==> src/rtl/controlador_ram_pkg.sv <==
// Shared types and constants for the RAM burst controller.
//   estado_t     : controller states
//   LAT_LECTURA  : RAM read latency in cycles (address -> data)
//   FIFO_PROF    : depth of the read-side skid FIFO
package controlador_ram_pkg;

  typedef enum logic [1:0] {
    INACTIVO  = 2'd0,
    ESCRITURA = 2'd1,
    LECTURA   = 2'd2,
    DRENAJE   = 2'd3
  } estado_t;

  localparam int LAT_LECTURA = 1;
  localparam int FIFO_PROF   = 2;

endpackage

==> src/rtl/fifo_salida_ram.sv <==
// Two-entry skid FIFO holding {ultimo, data} for read bursts.
// Ports:
//   clk_i, reset_i   : clock, synchronous active-high reset
//   vaciar_i         : synchronous flush (drops every entry)
//   push_i           : write push_ultimo_i/push_data_i into the tail
//   pop_i            : drop the head entry
//   head_data_o      : head data word (zero when empty)
//   head_ultimo_o    : head last-word flag (zero when empty)
//   cuenta_o         : number of stored entries
//   vacio_o          : FIFO empty
module fifo_salida_ram
  import controlador_ram_pkg::*;
#(
  parameter int ANCHO = 8
) (
  input  logic             clk_i,
  input  logic             reset_i,
  input  logic             vaciar_i,
  input  logic             push_i,
  input  logic [ANCHO-1:0] push_data_i,
  input  logic             push_ultimo_i,
  input  logic             pop_i,
  output logic [ANCHO-1:0] head_data_o,
  output logic             head_ultimo_o,
  output logic [1:0]       cuenta_o,
  output logic             vacio_o
);

  logic [ANCHO:0] entradas [FIFO_PROF];
  logic           rd_ptr;
  logic           wr_ptr;
  logic [1:0]     cuenta;
  logic           push_ok;
  logic           pop_ok;

  assign push_ok = push_i && (cuenta != 2'(FIFO_PROF));
  assign pop_ok  = pop_i && (cuenta != 2'd0);

  always_ff @(posedge clk_i) begin
    if (reset_i || vaciar_i) begin
      rd_ptr <= 1'b0;
      wr_ptr <= 1'b0;
      cuenta <= 2'd0;
    end else begin
      if (push_ok) begin
        entradas[wr_ptr] <= {push_ultimo_i, push_data_i};
        wr_ptr           <= ~wr_ptr;
      end
      if (pop_ok) begin
        rd_ptr <= ~rd_ptr;
      end
      cuenta <= cuenta + 2'(push_ok) - 2'(pop_ok);
    end
  end

  // Stale storage is hidden so an empty FIFO never shows a spurious last flag.
  assign vacio_o       = (cuenta == 2'd0);
  assign head_data_o   = vacio_o ? '0 : entradas[rd_ptr][ANCHO-1:0];
  assign head_ultimo_o = vacio_o ? 1'b0 : entradas[rd_ptr][ANCHO];
  assign cuenta_o      = cuenta;

endmodule

==> src/rtl/controlador_rafaga_ram.sv <==
// Burst master for the synchronous register-file RAM. Takes one command at a
// time (write/read, base address, length) and either streams incoming words
// into consecutive addresses or streams RAM contents out with backpressure.
// Optional feature: define CONTROLADOR_RAFAGA_ABORTO_EN to add aborto_i,
// which returns any busy state to INACTIVO and drops pending read data.
// Ports:
//   clk_i, reset_i                  : clock, synchronous active-high reset
//   cmd_valid_i / cmd_ready_o       : command handshake
//   cmd_escritura_i, cmd_dir_i,
//   cmd_largo_i                     : command fields (largo 0..2**PROFUNDIDAD)
//   wr_valid_i / wr_ready_o, wr_data_i : write word stream
//   rd_valid_o / rd_ready_i, rd_data_o,
//   rd_ultimo_o                     : read word stream, last-beat marker
//   mem_we_o, mem_addr_o, mem_data_o,
//   mem_data_i                      : RAM port (read data one cycle after address)
//   ocupado_o                       : burst in progress
//   aborto_i (optional)             : abort current burst
//
// state     | meaning
// ----------+------------------------------------------------------------
// INACTIVO  | idle, accepting commands
// ESCRITURA | writing one word per wr handshake
// LECTURA   | issuing reads, throttled by FIFO room
// DRENAJE   | all reads issued, waiting for the last word to be taken
module controlador_rafaga_ram
  import controlador_ram_pkg::*;
#(
  parameter int ANCHO       = 8,
  parameter int PROFUNDIDAD = 8
) (
  input  logic                   clk_i,
  input  logic                   reset_i,
`ifdef CONTROLADOR_RAFAGA_ABORTO_EN
  input  logic                   aborto_i,
`endif
  input  logic                   cmd_valid_i,
  output logic                   cmd_ready_o,
  input  logic                   cmd_escritura_i,
  input  logic [PROFUNDIDAD-1:0] cmd_dir_i,
  input  logic [PROFUNDIDAD:0]   cmd_largo_i,
  input  logic                   wr_valid_i,
  output logic                   wr_ready_o,
  input  logic [ANCHO-1:0]       wr_data_i,
  output logic                   rd_valid_o,
  input  logic                   rd_ready_i,
  output logic [ANCHO-1:0]       rd_data_o,
  output logic                   rd_ultimo_o,
  output logic                   mem_we_o,
  output logic [PROFUNDIDAD-1:0] mem_addr_o,
  output logic [ANCHO-1:0]       mem_data_o,
  input  logic [ANCHO-1:0]       mem_data_i,
  output logic                   ocupado_o
);

  localparam logic [PROFUNDIDAD-1:0] UNO_DIR   = PROFUNDIDAD'(1);
  localparam logic [PROFUNDIDAD:0]   UNO_LARGO = (PROFUNDIDAD + 1)'(1);
  localparam logic [PROFUNDIDAD:0]   CERO_LARGO = '0;

  estado_t                estado_q, estado_d;
  logic [PROFUNDIDAD-1:0] dir_q, dir_d;
  logic [PROFUNDIDAD:0]   restante_q, restante_d;
  logic [LAT_LECTURA-1:0] en_vuelo_q;
  logic [LAT_LECTURA-1:0] ultimo_vuelo_q;
  logic                   emitir;
  logic                   aborto;
  logic                   pop;
  logic [ANCHO-1:0]       head_data;
  logic                   head_ultimo;
  logic [1:0]             cuenta;
  logic                   vacio;
  logic [2:0]             ocupacion;

`ifdef CONTROLADOR_RAFAGA_ABORTO_EN
  assign aborto = aborto_i && (estado_q != INACTIVO);
`else
  assign aborto = 1'b0;
`endif

  assign pop = !vacio && rd_ready_i;

  // Room check counts the word leaving this cycle, so a consumer that keeps
  // rd_ready_i high sees one word per cycle with only two slots.
  assign ocupacion = {1'b0, cuenta} - {2'b00, pop} + 3'($countones(en_vuelo_q));

  always_comb begin
    estado_d    = estado_q;
    dir_d       = dir_q;
    restante_d  = restante_q;
    emitir      = 1'b0;
    cmd_ready_o = 1'b0;
    wr_ready_o  = 1'b0;
    mem_we_o    = 1'b0;
    mem_data_o  = '0;

    case (estado_q)
      INACTIVO: begin
        cmd_ready_o = 1'b1;
        if (cmd_valid_i) begin
          dir_d      = cmd_dir_i;
          restante_d = cmd_largo_i;
          if (cmd_largo_i != CERO_LARGO) begin
            estado_d = cmd_escritura_i ? ESCRITURA : LECTURA;
          end
        end
      end

      ESCRITURA: begin
        wr_ready_o = 1'b1;
        mem_we_o   = wr_valid_i;
        mem_data_o = wr_data_i;
        if (wr_valid_i) begin
          dir_d      = dir_q + UNO_DIR;
          restante_d = restante_q - UNO_LARGO;
          if (restante_q == UNO_LARGO) begin
            estado_d = INACTIVO;
          end
        end
      end

      LECTURA: begin
        if (ocupacion < 3'(FIFO_PROF)) begin
          emitir     = 1'b1;
          dir_d      = dir_q + UNO_DIR;
          restante_d = restante_q - UNO_LARGO;
          if (restante_q == UNO_LARGO) begin
            estado_d = DRENAJE;
          end
        end
      end

      DRENAJE: begin
        if ((pop && head_ultimo) || (vacio && (en_vuelo_q == '0))) begin
          estado_d = INACTIVO;
        end
      end

      default: estado_d = INACTIVO;
    endcase

    if (aborto) begin
      estado_d = INACTIVO;
      emitir   = 1'b0;
    end
  end

  always_ff @(posedge clk_i) begin
    if (reset_i) begin
      estado_q       <= INACTIVO;
      dir_q          <= '0;
      restante_q     <= '0;
      en_vuelo_q     <= '0;
      ultimo_vuelo_q <= '0;
    end else begin
      estado_q   <= estado_d;
      dir_q      <= dir_d;
      restante_q <= restante_d;
      if (aborto) begin
        en_vuelo_q     <= '0;
        ultimo_vuelo_q <= '0;
      end else begin
        // Delay line matching the RAM read latency; the oldest bit marks
        // the cycle in which mem_data_i carries the issued word.
        en_vuelo_q     <= LAT_LECTURA'({en_vuelo_q, emitir});
        ultimo_vuelo_q <= LAT_LECTURA'({ultimo_vuelo_q, emitir && (restante_q == UNO_LARGO)});
      end
    end
  end

  fifo_salida_ram #(
    .ANCHO (ANCHO)
  ) u_fifo (
    .clk_i         (clk_i),
    .reset_i       (reset_i),
    .vaciar_i      (aborto),
    .push_i        (en_vuelo_q[LAT_LECTURA-1]),
    .push_data_i   (mem_data_i),
    .push_ultimo_i (ultimo_vuelo_q[LAT_LECTURA-1]),
    .pop_i         (pop),
    .head_data_o   (head_data),
    .head_ultimo_o (head_ultimo),
    .cuenta_o      (cuenta),
    .vacio_o       (vacio)
  );

  assign rd_valid_o  = !vacio;
  assign rd_data_o   = head_data;
  assign rd_ultimo_o = head_ultimo;
  assign mem_addr_o  = dir_q;
  assign ocupado_o   = (estado_q != INACTIVO);

endmodule

==> config.mk <==
export PLATFORM = sky130hd
export DESIGN_NAME = controlador_rafaga_ram
export DESIGN_NICKNAME = d
export VERILOG_FILES = /design/src/rtl/controlador_ram_pkg.sv /design/src/rtl/fifo_salida_ram.sv /design/src/rtl/controlador_rafaga_ram.sv
export SDC_FILE = /design/constraint.sdc
export NUM_CORES = 1
export LEC_CHECK = 0
export BUFFER_PORTS_ARGS = -buffer_cell sky130_fd_sc_hd__buf_2
export CORE_UTILIZATION = 49
export DETAILED_ROUTE_END_ITERATION = 10
export GPL_TIMING_DRIVEN = 0
export PLACE_DENSITY = 0.76
export SETUP_SLACK_MARGIN = 0.3
export SYNTH_ARGS = -nofsm -noshare
export SYNTH_HDL_FRONTEND = slang
export SYNTH_SLANG_ARGS = --single-unit
==> constraint.sdc <==
create_clock -name clk_i -period 3.3 [get_ports clk_i]
set_clock_uncertainty 0.05 [all_clocks]
set_input_delay 0.495 -clock clk_i [delete_from_list [all_inputs] [get_ports clk_i]]
set_output_delay 0.495 -clock clk_i [all_outputs]
set_load 0.02 [all_outputs]
[Word level (Yosys, flattened, before mapping)]
Memory sizes are Yosys's and may differ from the RTL's. A register that Yosys moved wholly into a read port is not among the register bits.
Index checks and enable logic that the tools add are counted.
Operators by class
  equal/unequal tests: 12
  mux-type cells: 30
  order comparisons: 1
  reduce and logical (&&, ||, !) cells: 16
  bitwise logic cells: 3
  add/sub/neg operators: 6
Operators with widths (number)
  $mux 8: 5
  $mux 9: 3
  $pmux 9 s3: 1
  $pmux 8 s3: 1
  $mux 2: 8
  $ne 2x2->1 const B: 8
  $mux 1: 11
  $eq 9x1->1 const B: 1
  $reduce_bool 9->1: 1
  $sub 9x1->9 const B: 1
  $add 8x1->8 const B: 1
  $pmux 2 s4: 1
  $reduce_and 7->1: 1
  $logic_and 1x1->1: 6
  $eq 2x2->1 const B: 2
  $logic_not 2->1: 2
  $reduce_and 4->1: 1
  $reduce_bool 2->1: 2
  $add 3x1->3: 1
  $lt 3x2->1 const B: 1
  $not 1->1: 3
  $reduce_bool 3->1: 1
  $sub 2x1->3: 1
  $add 2x1->2: 1
  other kinds (4): 4
Storage, ports and cells
  bits in writable memories: 18
  input port bits: 39
  memories kept: 1
  register bits after elaboration: 25
Memories
  u_fifo.entradas: words 2, width 9, read ports 1, clocked after Yosys merged registers in 1, wr ports 1, RTL line fifo_salida_ram.sv:29  | logic [ANCHO:0] entradas [FIFO_PROF];

[Depth between registers and ports, before layout]
  depth in word-level cells: 9
  mapped depth: 12
  mapped depth without buffers: 11

[Cells and area by module]
From an unflattened synthesis, not the netlist that was laid out.
Unflattened totals
  cell total of the unflattened synthesis: 251
  area total of the unflattened synthesis: 2427.3 µm²
Modules (own cells, without submodules)
  controlador_rafaga_ram: area each 1503.9 µm², cells each 188, instances 1
  fifo_salida_ram: area each 923.4 µm², cells each 63, instances 1

[Least setup slack after synthesis]
No wires, ideal clock.
  kind: input to register
  from: input port rd_ready_i
  to: register dir_q[0], in the netlist mem_addr_o[0]
  library setup time: 86 ps
  data required time: 3164 ps
  buffers on the path: 1
  arrival: 2434 ps
  cell stages on the path: 12
  path slack: 730 ps
  cell sequence: o21ai_1 -> inv_1 -> ha_1 -> inv_1 -> nand2_1 -> fa_1 -> xor2_1 -> o21ai_2 -> and2_1 -> buf_6 -> o21ai_2 -> a221oi_2
Between the ends
  longest elaborated chain between the ends: 6
RTL lines
  start, declared: RTL line controlador_rafaga_ram.sv:45  | input logic rd_ready_i,
  $logic_and 1x1->1: RTL line controlador_rafaga_ram.sv:79  | assign pop = !vacio && rd_ready_i;
  $sub 2x1->3: RTL line controlador_rafaga_ram.sv:83  | assign ocupacion = {1'b0, cuenta} - {2'b00, pop} + 3'($countones(en_vuelo_q));
  $add 3x1->3: RTL line controlador_rafaga_ram.sv:83
  $lt 3x2->1: RTL line controlador_rafaga_ram.sv:121  | if (ocupacion < 3'(FIFO_PROF)) begin
  $ne 2x2->1 (no source line)
  $reduce_and 4->1 (no source line)
  end signal, assigned: RTL line controlador_rafaga_ram.sv:155  | dir_q <= dir_d;
  end, declared: RTL line controlador_rafaga_ram.sv:60  | logic [PROFUNDIDAD-1:0] dir_q, dir_d;
No other way between the ends.
A chain may end at the register's enable or synchronous reset.

[Worst setup path after layout]
  from: register u_fifo.cuenta[1], in the netlist u_fifo.cuenta_o[1]
  to: register restante_q[6]
Between the ends
  longest elaborated chain between the ends: 8
RTL lines
  start, declared: RTL line fifo_salida_ram.sv:32  | logic [1:0] cuenta;
  start signal, assigned: RTL line fifo_salida_ram.sv:52  | cuenta <= cuenta + 2'(push_ok) - 2'(pop_ok);
  $logic_not 2->1: RTL line fifo_salida_ram.sv:57  | assign vacio_o = (cuenta == 2'd0);
  $logic_not 1->1: RTL line controlador_rafaga_ram.sv:79
  $logic_and 1x1->1: RTL line controlador_rafaga_ram.sv:79
  $sub 2x1->3 (*): RTL line controlador_rafaga_ram.sv:83
  $add 3x1->3 (*): RTL line controlador_rafaga_ram.sv:83
  $lt 3x2->1 (*): RTL line controlador_rafaga_ram.sv:121
  $ne 2x2->1 (no source line) (*)
  $reduce_and 4->1 (no source line) (*)
  end signal, assigned: RTL line controlador_rafaga_ram.sv:156  | restante_q <= restante_d;
  end, declared: RTL line controlador_rafaga_ram.sv:61  | logic [PROFUNDIDAD:0] restante_q, restante_d;
Mark *: on every way between the ends. The rest lies on a longest branch, timed or not.

==> results.txt <==
The run finished with clean final reports. Setup violations remaining at the end of the flow were counted as 0. The start of the worst register-to-register path is u_fifo.cuenta_o[1].

STA puts the critical path data required time at 3.48 ns. First-pass GRT wire length: 8720 um. Summing all non-filler instances in the final layout gives an area of 2900 sq um.

In this run the most critical hold path is launched from mem_data_i[6]. The first-pass iteration count of the detailed router was 4. Most numerous cell on the critical path: sky130_fd_sc_hd__inv_1. The tools report the placer congestion estimate as 0.870. The routed design has 5330 um of wire. After synthesis, the netlist uses 47 different library cells. At the placement stage, the worst setup path has a slack of 0.370 ns. Averaged over all synthesized cells, the footprint is 9.41 sq um.

The number of global-route vias before repair was 1,920; the post-synthesis compound-gate area fraction was 18.5%. Yosys instantiated no cell more often than sky130_fd_sc_hd__nor2_1. TritonCTS built the clock tree. The tools report the launching instance or port of the critical path as u_fifo.cuenta_o[1].

The first routing iteration left 90 violations. The worst setup path is launched from a register. The max-capacitance violation count is 0, and the HPWL after detailed placement is 3910 um. The clock passes through at most 2 buffers. The finished layout holds 380 standard cells, fillers aside. Of all flip-flops after synthesis, the portion carrying an async set or reset was 0%. Headroom to the max-slew limit came out at 17.9%. By area, the combinational part of the netlist is dominated by compound AO/OA/AOI/OAI gates. The area inside the core boundary was 4500 sq um.

The utilization after layout is 64.4%, and the die span in y is 71.7 um. The number of hold violations in the final report is 0. The run gives 2780 sq um as the cell area reported after detailed placement. Compared with the post-synthesis result, the final layout area differs by 21.8%. The clock slew at the register clock pins of the worst setup and hold paths was 0.09 ns; the final count of pins violating max slew was 0. After detailed placement, the design holds a cell count of 372. The hold-critical path depth came out at 1.

The design draws 2.68 mW. Latest clock arrival within the worst-skew pair: 0.30 ns. The remaining number of nets flagged by the antenna check after routing came out at 0.

The initial antenna violation count is 0, and the share of the clock period used by the worst path after layout is 84.1%. In the final layout, the share of cells above drive strength 1 is 27.7%. The total DRC errors in the routed layout came out at 0.

For this run, the slowest stage of the critical path takes 0.49 ns. The worst min-delay path class is input port to register. The floorplan has 24 rows.

Summed over all instances, the cell type with the most area after synthesis is sky130_fd_sc_hd__edfxtp_1. The overall global routing resource usage came out at 21.5%. The static leakage power was 1.28 nW; the area fraction in and, or, nand and nor cells after synthesis was 18.4%. The die outline width is 71.7 um.

Among all flip-flop cells after synthesis, the most frequent one is sky130_fd_sc_hd__dfxtp_1. Mux share of post-synthesis cell area: 4.62%. The number of buffer cells added on primary ports works out to 67.

The signal on the critical path passes through o21ai_2 -> inv_1 -> ha_1 -> inv_1 -> nand2_1 -> fa_1 -> inv_1 -> o21ai_2 -> and2_1 -> buf_2 -> o21ai_0 -> a21oi_1. Derived from the worst setup path, the maximum achievable clock frequency is 360 MHz. By count the netlist is led by sky130_fd_sc_hd__nor2_1 (28), sky130_fd_sc_hd__dfxtp_1 (26), sky130_fd_sc_hd__inv_1 (19), sky130_fd_sc_hd__edfxtp_1 (18). Detailed-route wire length per cell: 14.0 um. The fraction of synthesized cell area taken by the top area cell type came out at 22.7%. For this design the top-level I/O count stands at 69. Setup repair after global routing left no endpoint under its margin. The net count reported at finish is 378, and the post-synthesis adder-cell area fraction is 6.62%. Along the worst path, the maximum fanout reaches 10. The sequential-to-total area share from yosys stat came out at 44.6%. The clock sink total was 44; the number of synthesized flops with an enable pin was 18. The floorplan step defined a die boundary enclosing 5140 sq um. 0 antenna diodes ended up in the layout. Buffers added to address setup during post-CTS repair amount to 0. The worst register-to-register path has a depth of 12. Counting I/O delays and the setup requirement, the final critical path takes 2.78 ns. Register bit count reported by yosys: 44. The cell count after synthesis was 253. The tools report the pin count of the biggest net entering global routing as 16.

CTS placed an instance of sky130_fd_sc_hd__clkbuf_8 at the clock tree root. The synthesized-area fraction occupied by xor and xnor cells came out at 1.47%. For the worst setup path, the data arrival time is 2.95 ns. The power per cell area is 924 nW/um^2.

The tools report the via count as 2,137. For this design, the slowest cell found on the critical path is sky130_fd_sc_hd__fa_1. Fill cells in the final layout number 388. Synthesis produced a netlist with a net count of 304. After layout, the worst setup slack is 0.525 ns.

The number of vias per cell after detailed routing is 5.62. By area the synthesized netlist is led by sky130_fd_sc_hd__edfxtp_1 (23%), sky130_fd_sc_hd__dfxtp_1 (22%), sky130_fd_sc_hd__ha_1 (5.8%). The number of levels the H-tree was split into is 2, and the worst hold margin is 0.334 ns.

The kind of capture point of the worst setup path was a register. Summed over all layers, the global routing overflow is 0. During synthesis, Yosys emitted a total of 0 warnings.

For this configuration, the core starts out at a cell density of 52.9%. The cell area that synthesis handed to floorplanning was 2380 sq um. The critical path is of the register to register type. In the final timing run, aggregate negative setup slack is 0 ns. The total CTS buffers was 5.

VDD sags by at most 0.701 mV. Actual transition at the worst max-transition pin: 1.22 ns.
## flip-flops by register name (all words and copies together), names as in the netlist, named ones only
name             cells
u_fifo.wr_ptr        1
u_fifo.entradas     18
en_vuelo_q           1
mem_addr_o           8
u_fifo.rd_ptr        1
estado_q             2
ultimo_vuelo_q       1
restante_q           9
u_fifo.cuenta_o      2
## path summary, 6_finish.rpt
path	end	slack [ns]
worst min-delay path	u_fifo.entradas[0][6]	0.33
worst max-delay path	restante_q[6]	0.52
worst min register to register	u_fifo.entradas[1][8]	0.39
worst max register to register	restante_q[6]	0.52
## routing by layer
metal	track usage, %	routed length (um)	up-vias
li1	-	-	1054
met3	3.52	397	5
met5	0	0	-
met4	4.58	43	0
met1	27.5	2310	978
met2	38.2	2580	100
## final cells by class
cell class	instances	area [sq um]	share of cell area, %
flip-flops and latches	44	1060	36.6
clock inverters	3	46.3	1.60
repair buffers	67	335	11.6
well taps	52	65.1	2.24
plain buffers	12	62.6	2.16
multi-input cells	177	1190	40.9
inverters	20	75.1	2.59
clock buffers	5	68.8	2.37
## where the power goes
part	total (mW)	internal [mW]	switching, mW
registers	0.815	0.689	0.125
clock network	0.428	0.228	0.199
logic	1.44	0.543	0.893
total	2.68	1.46	1.22
## worst max-delay path: cells and delay by family (launching register included)
family                     cells  cell delay (ns)
DFF                            1             0.40
and+or+nand+nor                2             0.26
adders and majority gates      2             0.76
AOI/OAI and AO/OA              4             0.79
buffers and inverters          4             0.44
## layout by cell type (no fill, tap or decap), drive strengths merged, types with 4 or more instances in the layout
master	netlist	layout
inv	20	21
and2	11	11
ha	11	11
a211oi	4	4
mux2i	11	11
nand2	15	15
nor4	4	4
clkbuf	7	12
nor2b	7	7
buf	5	72
o21ai	22	22
nor2	29	29
edfxtp	18	18
a21oi	14	14
nand3	5	5
nor3	4	4
dfxtp	26	26
## cell families (layout without fill, tap and decap cells)
group                    Yosys count  after routing
XOR/XNOR                           4              4
adder cells (fa/ha/maj)           12             12
AO/OA/AOI/OAI                     64             64
AND/OR/NAND/NOR                   86             86
buffers and inverters             32            107
flip-flops                        44             44
multiplexers                      11             11
## what timing repair did
| action | in CTS | in global routing |
|---|---|---|
| hold buffers | 0 | 0 |
| gates resized for setup | 0 | 1 |
| setup endpoints to repair | 0 | 12 |
No activity file was read; power rests on OpenSTA's default activity.
